===== config.mk =====
export PLATFORM = sky130hd
export DESIGN_NAME = twos_to_signmag_serial
export DESIGN_NICKNAME = d
export VERILOG_FILES = /design/src/rtl/twos_to_signmag_serial_pkg.sv /design/src/rtl/twos_to_signmag_serial_slice.sv /design/src/rtl/twos_to_signmag_serial.sv
export SDC_FILE = /design/constraint.sdc
export NUM_CORES = 1
export LEC_CHECK = 0
export CORE_MARGIN = 2
export CORE_UTILIZATION = 25
export CTS_BUF_LIST = sky130_fd_sc_hd__clkbuf_4
export DETAILED_ROUTE_END_ITERATION = 7
export HOLD_SLACK_MARGIN = 0.12
export PLACE_DENSITY_LB_ADDON = 0.05
export SLEW_MARGIN = 20
export SYNTH_ARGS = -nofsm -noshare
export SYNTH_HDL_FRONTEND = slang
export SYNTH_SLANG_ARGS = --single-unit

===== constraint.sdc =====
create_clock -name clk_i -period 5.85 [get_ports clk_i]
set_input_delay 0.8775 -clock clk_i [delete_from_list [all_inputs] [get_ports clk_i]]
set_output_delay 0.8775 -clock clk_i [all_outputs]
set_load 0.05 [all_outputs]

===== src/rtl/twos_to_signmag_serial_pkg.sv =====
`default_nettype none
// ============================================================================
// Module      : twos_to_signmag_serial_pkg
// Description : Shared state encoding and default sizing for the serial
//               two's-complement to sign-magnitude converter.
// Revision    : 1.0 - initial release
// ============================================================================
package twos_to_signmag_serial_pkg;

  localparam int c_width_default = 32;
  localparam int c_bpc_default   = 1;

  localparam logic [1:0] c_st_idle  = 2'd0;
  localparam logic [1:0] c_st_shift = 2'd1;
  localparam logic [1:0] c_st_done  = 2'd2;

  typedef enum logic [1:0] {
    ST_IDLE  = c_st_idle,
    ST_SHIFT = c_st_shift,
    ST_DONE  = c_st_done
  } state_t;

endpackage : twos_to_signmag_serial_pkg
`default_nettype wire


===== src/rtl/twos_to_signmag_serial_slice.sv =====
`default_nettype none
// ============================================================================
// Module      : twos_serial_slice
// Description : One chunk of the serial negation. Bits pass through unchanged
//               up to and including the first 1, and every later bit is
//               inverted. The "seen a 1" flag ripples LSB to MSB across the
//               chunk and carries into the next chunk.
// Revision    : 1.0 - initial release
// ============================================================================
module twos_serial_slice #(
  parameter int BITS_PER_CYCLE = 1
) (
  input  logic [BITS_PER_CYCLE-1:0] i_bits,
  input  logic                      i_seen_one,
  output logic [BITS_PER_CYCLE-1:0] o_bits,
  output logic                      o_seen_one
);

  // w_seen[k] is the flag as it stands when bit k is processed
  logic [BITS_PER_CYCLE:0] w_seen;

  assign w_seen[0] = i_seen_one;

  for (genvar i = 0; i < BITS_PER_CYCLE; i++) begin : g_bit
    assign o_bits[i]   = w_seen[i] ? ~i_bits[i] : i_bits[i];
    assign w_seen[i+1] = w_seen[i] | i_bits[i];
  end

  assign o_seen_one = w_seen[BITS_PER_CYCLE];

endmodule : twos_serial_slice
`default_nettype wire


===== src/rtl/twos_to_signmag_serial.sv =====
`default_nettype none
// ============================================================================
// Module      : twos_to_signmag_serial
// Description : Two's-complement to sign-magnitude converter. Non-negative
//               words complete in one cycle; negative words are negated
//               serially, BITS_PER_CYCLE bits per clock, LSB first.
// Revision    : 1.0 - initial release
// ============================================================================
module twos_to_signmag_serial
  import twos_to_signmag_serial_pkg::*;
#(
  parameter int WIDTH          = c_width_default,
  parameter int BITS_PER_CYCLE = c_bpc_default
) (
  input  logic             clk_i,
  input  logic             rst_i,
  input  logic             in_valid_i,
  output logic             in_ready_o,
  input  logic [WIDTH-1:0] in_data_i,
  output logic             out_valid_o,
  input  logic             out_ready_i,
  output logic             out_sign_o,
  output logic [WIDTH-1:0] out_mag_o,
  output logic             busy_o
);

  localparam int c_nchunk = WIDTH / BITS_PER_CYCLE;
  localparam int c_cnt_w  = (c_nchunk > 1) ? $clog2(c_nchunk) : 1;
  localparam logic [c_cnt_w-1:0] c_last = c_cnt_w'(c_nchunk - 1);

  state_t r_state;
  state_t w_state_next;

  logic [WIDTH-1:0]          r_shreg;
  logic [WIDTH-1:0]          r_acc;
  logic                      r_seen;
  logic [c_cnt_w-1:0]        r_cnt;
  logic                      r_sign;
  logic [WIDTH-1:0]          r_mag;

  logic                      w_accept;
  logic                      w_last;
  logic [BITS_PER_CYCLE-1:0] w_bits;
  logic                      w_seen_out;
  logic [WIDTH+BITS_PER_CYCLE-1:0] w_cat;
  logic [WIDTH-1:0]          w_acc_next;

  assign w_accept    = in_valid_i && (r_state == ST_IDLE);
  assign w_last      = (r_cnt == c_last);
  assign in_ready_o  = (r_state == ST_IDLE);
  assign out_valid_o = (r_state == ST_DONE);
  assign busy_o      = (r_state != ST_IDLE);
  assign out_sign_o  = r_sign;
  assign out_mag_o   = r_mag;

  twos_serial_slice #(
    .BITS_PER_CYCLE (BITS_PER_CYCLE)
  ) u_slice (
    .i_bits     (r_shreg[BITS_PER_CYCLE-1:0]),
    .i_seen_one (r_seen),
    .o_bits     (w_bits),
    .o_seen_one (w_seen_out)
  );

  // Converted chunk enters at the MSB end; the concat-then-shift form keeps
  // this legal even when a single chunk spans the whole word.
  assign w_cat      = {w_bits, r_acc} >> BITS_PER_CYCLE;
  assign w_acc_next = w_cat[WIDTH-1:0];

  // State register
  always_ff @(posedge clk_i) begin
    if (!rst_i) begin
      r_state <= ST_IDLE;
    end else begin
      r_state <= w_state_next;
    end
  end

  // Next-state logic
  always_comb begin
    w_state_next = r_state;
    case (r_state)
      ST_IDLE: begin
        if (in_valid_i) begin
          w_state_next = in_data_i[WIDTH-1] ? ST_SHIFT : ST_DONE;
        end
      end
      ST_SHIFT: begin
        if (w_last) begin
          w_state_next = ST_DONE;
        end
      end
      ST_DONE: begin
        if (out_ready_i) begin
          w_state_next = ST_IDLE;
        end
      end
      default: w_state_next = ST_IDLE;
    endcase
  end

  // Datapath: capture at acceptance, negate serially in SHIFT, and publish
  // the magnitude only once complete so the outputs hold their last result
  always_ff @(posedge clk_i) begin
    if (!rst_i) begin
      r_shreg <= '0;
      r_acc   <= '0;
      r_seen  <= 1'b0;
      r_cnt   <= '0;
      r_sign  <= 1'b0;
      r_mag   <= '0;
    end else if (w_accept) begin
      r_sign  <= in_data_i[WIDTH-1];
      r_shreg <= in_data_i;
      r_seen  <= 1'b0;
      r_cnt   <= '0;
      if (!in_data_i[WIDTH-1]) begin
        r_mag <= in_data_i;
      end
    end else if (r_state == ST_SHIFT) begin
      r_shreg <= r_shreg >> BITS_PER_CYCLE;
      r_acc   <= w_acc_next;
      r_seen  <= w_seen_out;
      r_cnt   <= r_cnt + c_cnt_w'(1);
      if (w_last) begin
        r_mag <= w_acc_next;
      end
    end
  end

endmodule : twos_to_signmag_serial
`default_nettype wire


==> results.json <==
{
  "outcome": "finished, final reports clean",
  "ys_warn_count": 0,
  "routabilityCongestion": 0.6854,
  "hpwlAfterDp_microns": 6926,
  "rsz0062_at_grt": "false",
  "worst-r2r-cell-count": 7,
  "hold_start": "out_sign_o",
  "cap_viol_max_count": 0,
  "synth_top_cell_by_area": "dfxtp_1",
  "holdBufCountCts": 0,
  "synth.area.top_cells": "dfxtp_1, nand2_1, a311oi_2",
  "ff2ff_setup_slack_ns": 3.12,
  "drtPass1Iterations": 4,
  "worstReg2RegStart": "r_cnt[0]",
  "num_vias": 3582,
  "grt_antenna_before_repair": 1,
  "drive_gt1_frac": 0.1057,
  "hold_path_depth": 2,
  "wl_per_cell_microns": 14.84,
  "layout.nets": 592,
  "cts_setup_buffers": 0,
  "htreeDepth": 3,
  "die-area_sq_um": 18040,
  "finalClockSkew_ns": 0.02387,
  "period_share": 0.5161,
  "start_util": 0.2560,
  "syn_avg_cell_area_sq_um": 8.373,
  "dpl_cell_area_sq_um": 5121,
  "die_w_microns": 134.3,
  "cts_tree": "done",
  "ys_types": 34,
  "synth_seq_area_share": 0.4904,
  "power.density_nw_per_um2": 269.3,
  "timing.rr.end": "out_mag_o[19]",
  "crit_path_end_kind": "output pin",
  "crit_required_ns": 4.97,
  "cp-start-kind": "flip-flop",
  "setup_violations": 0,
  "critPathKind": "flip-flop to output pin",
  "slew_headroom": 0.3439,
  "min_period_ns": 3.019,
  "ys_ff_latch": 104,
  "cts_resized": 0,
  "core-area_sq_um": 16580,
  "cts_buffers": 9,
  "wl_microns": 11560,
  "mostFrequentLayoutCells": "nand2_1, dfxtp_1, clkdlybuf4s50_1",
  "synthCells": 507,
  "die_h_microns": 134.3,
  "ir_drop_mv": 0.08153,
  "final_area_sq_um": 5259,
  "slew_violations": 0,
  "grt_start_max_net_pins": 70,
  "worstHoldEndpoint": "out_sign_o",
  "grt_pass1_wl_microns": 18900,
  "mostFrequentLayoutCell": "nand2_1",
  "globalRouteOverflowTotal": 0,
  "crit_fanout": 10,
  "drc": 0,
  "cts_buffer_depth": 2,
  "power.leakage_uw": 0.001636,
  "drt_iter0_drc": 188,
  "io_pins": 72,
  "tightest_slew_ns": 0.9841,
  "synth_top_area_share": 0.4904,
  "cts_root_buffer": "clkbuf_4",
  "first_global_vias": 3579,
  "grt_usage": 0.1317,
  "cts.clk_slew.worst_paths_ns": 0.17,
  "via_per_inst": 4.598,
  "worstPathArrival_ns": 2.14,
  "max_freq_ghz": 0.3312,
  "setup-tns-final_ns": 0,
  "syn-num-nets": 546,
  "io_buffer_count": 71,
  "insertion_delay_ns": 0.47,
  "syn-cell-area_sq_um": 4245,
  "hold_viol_final": 0,
  "areaGrowthSynthToFinish_pct": 23.87,
  "rows": 47,
  "clkSinkCount": 104,
  "ant_nets": 0,
  "hp-class": "flip-flop to flip-flop"
}
==> logic make-up (layout without fill, tap and decap cells) <==
logic type      after synthesis  after routing  synth area share
simple gates                246            246            0.2417
compound gates              104            104            0.2048
flops                       104            104            0.4904
buf+inv                      48             99           0.05010
fa+ha+maj                     3              3          0.008843
xor+xnor                      2              2          0.004127
other cells                   0              1                 0
==> synthesized netlist by cell type <==
library cell    n
nor4b_2         1
clkbuf_1       32
or3_1           1
xor2_1          1
a31oi_1        30
ha_1            3
nand3b_1        1
buf_6           3
xnor2_1         1
nand2b_1        2
inv_2           1
or2_1           1
dfxtp_1       104
a21oi_1        37
inv_1           3
a311oi_1        3
o21bai_1        1
or3b_1          1
nor3b_2         1
nor3_1         31
nand2_1       194
and3_1          2
buf_1           1
a311oi_2       29
nor2b_1         3
or2_2           1
a211oi_1        1
nand3_1         1
o21ai_0         1
nor3b_1         1
o21a_1          2
nor2_1          4
buf_2           8
and3b_1         1
==> worst max-delay path by stage <==
stage	start	end	slack (ns)	cells past startpoint
floorplan	r_state[0]	in_ready_o	3.77	3
global placement	in_valid_i	out_mag_o[11]	2.57	5
detailed placement	in_valid_i	out_mag_o[21]	2.55	5
CTS	r_state[1]	in_ready_o	2.77	3
global route	r_state[1]	out_valid_o	2.65	2
finish	r_state[1]	in_ready_o	2.83	3
==> per-stage QoR <==
stage                     hold slack [ns]  setup WS, ns  power, uW  cells  utilization
after global placement             0.4457         2.574       1057    762       0.3088
after detailed placement           0.4528         2.547       1059    762       0.3088
after floorplan                    0.4366         3.768      959.4    507            -
after global routing               0.4892         2.645       1494    779       0.3171
after CTS                          0.4725         2.772       1447    778       0.3170
final                              0.4691         2.831       1416    779       0.3171
==> area by class of cell <==
class	count	area (sq um)
Fill cell	1782	11320
Sequential cell	104	2082
Multi-Input combinational cell	355	1977
Timing Repair Buffer	79	770.7
Tap cell	220	275.3
Clock buffer	10	75.07
Clock inverter	6	60.06
Inverter	4	16.27
Antenna cell	1	2.502
==> worst max-delay path, stage by stage (launching register included) <==
cell             delay (ns)
dfxtp_1                0.47
or2_2                  0.37
inv_1                  0.06
clkdlybuf4s50_1        0.79
==> flip-flops by register name, summed over array words and instances (netlist names) <==
| register | cells |
|---|---|
| r_seen | 1 |
| out_mag_o | 32 |
| out_sign_o | 1 |
| r_cnt | 5 |
| r_acc | 31 |
| r_state | 2 |
| r_shreg | 32 |
==> per-layer routing <==
layer,GRT usage,routed length [microns],vias to the layer above
met1,0.1768,5733,1674
li1,-,-,1827
met3,0.04082,571,6
met4,0.03333,110,0
met2,0.2061,5147,75
met5,0,0,-
==> where the power goes <==
part / switching, uW / internal [uW]
sequential: 22.3 / 743
clock: 244 / 133
combinational: 177 / 97.0
total: 443 / 973
(Power assumes the default switching activity.)
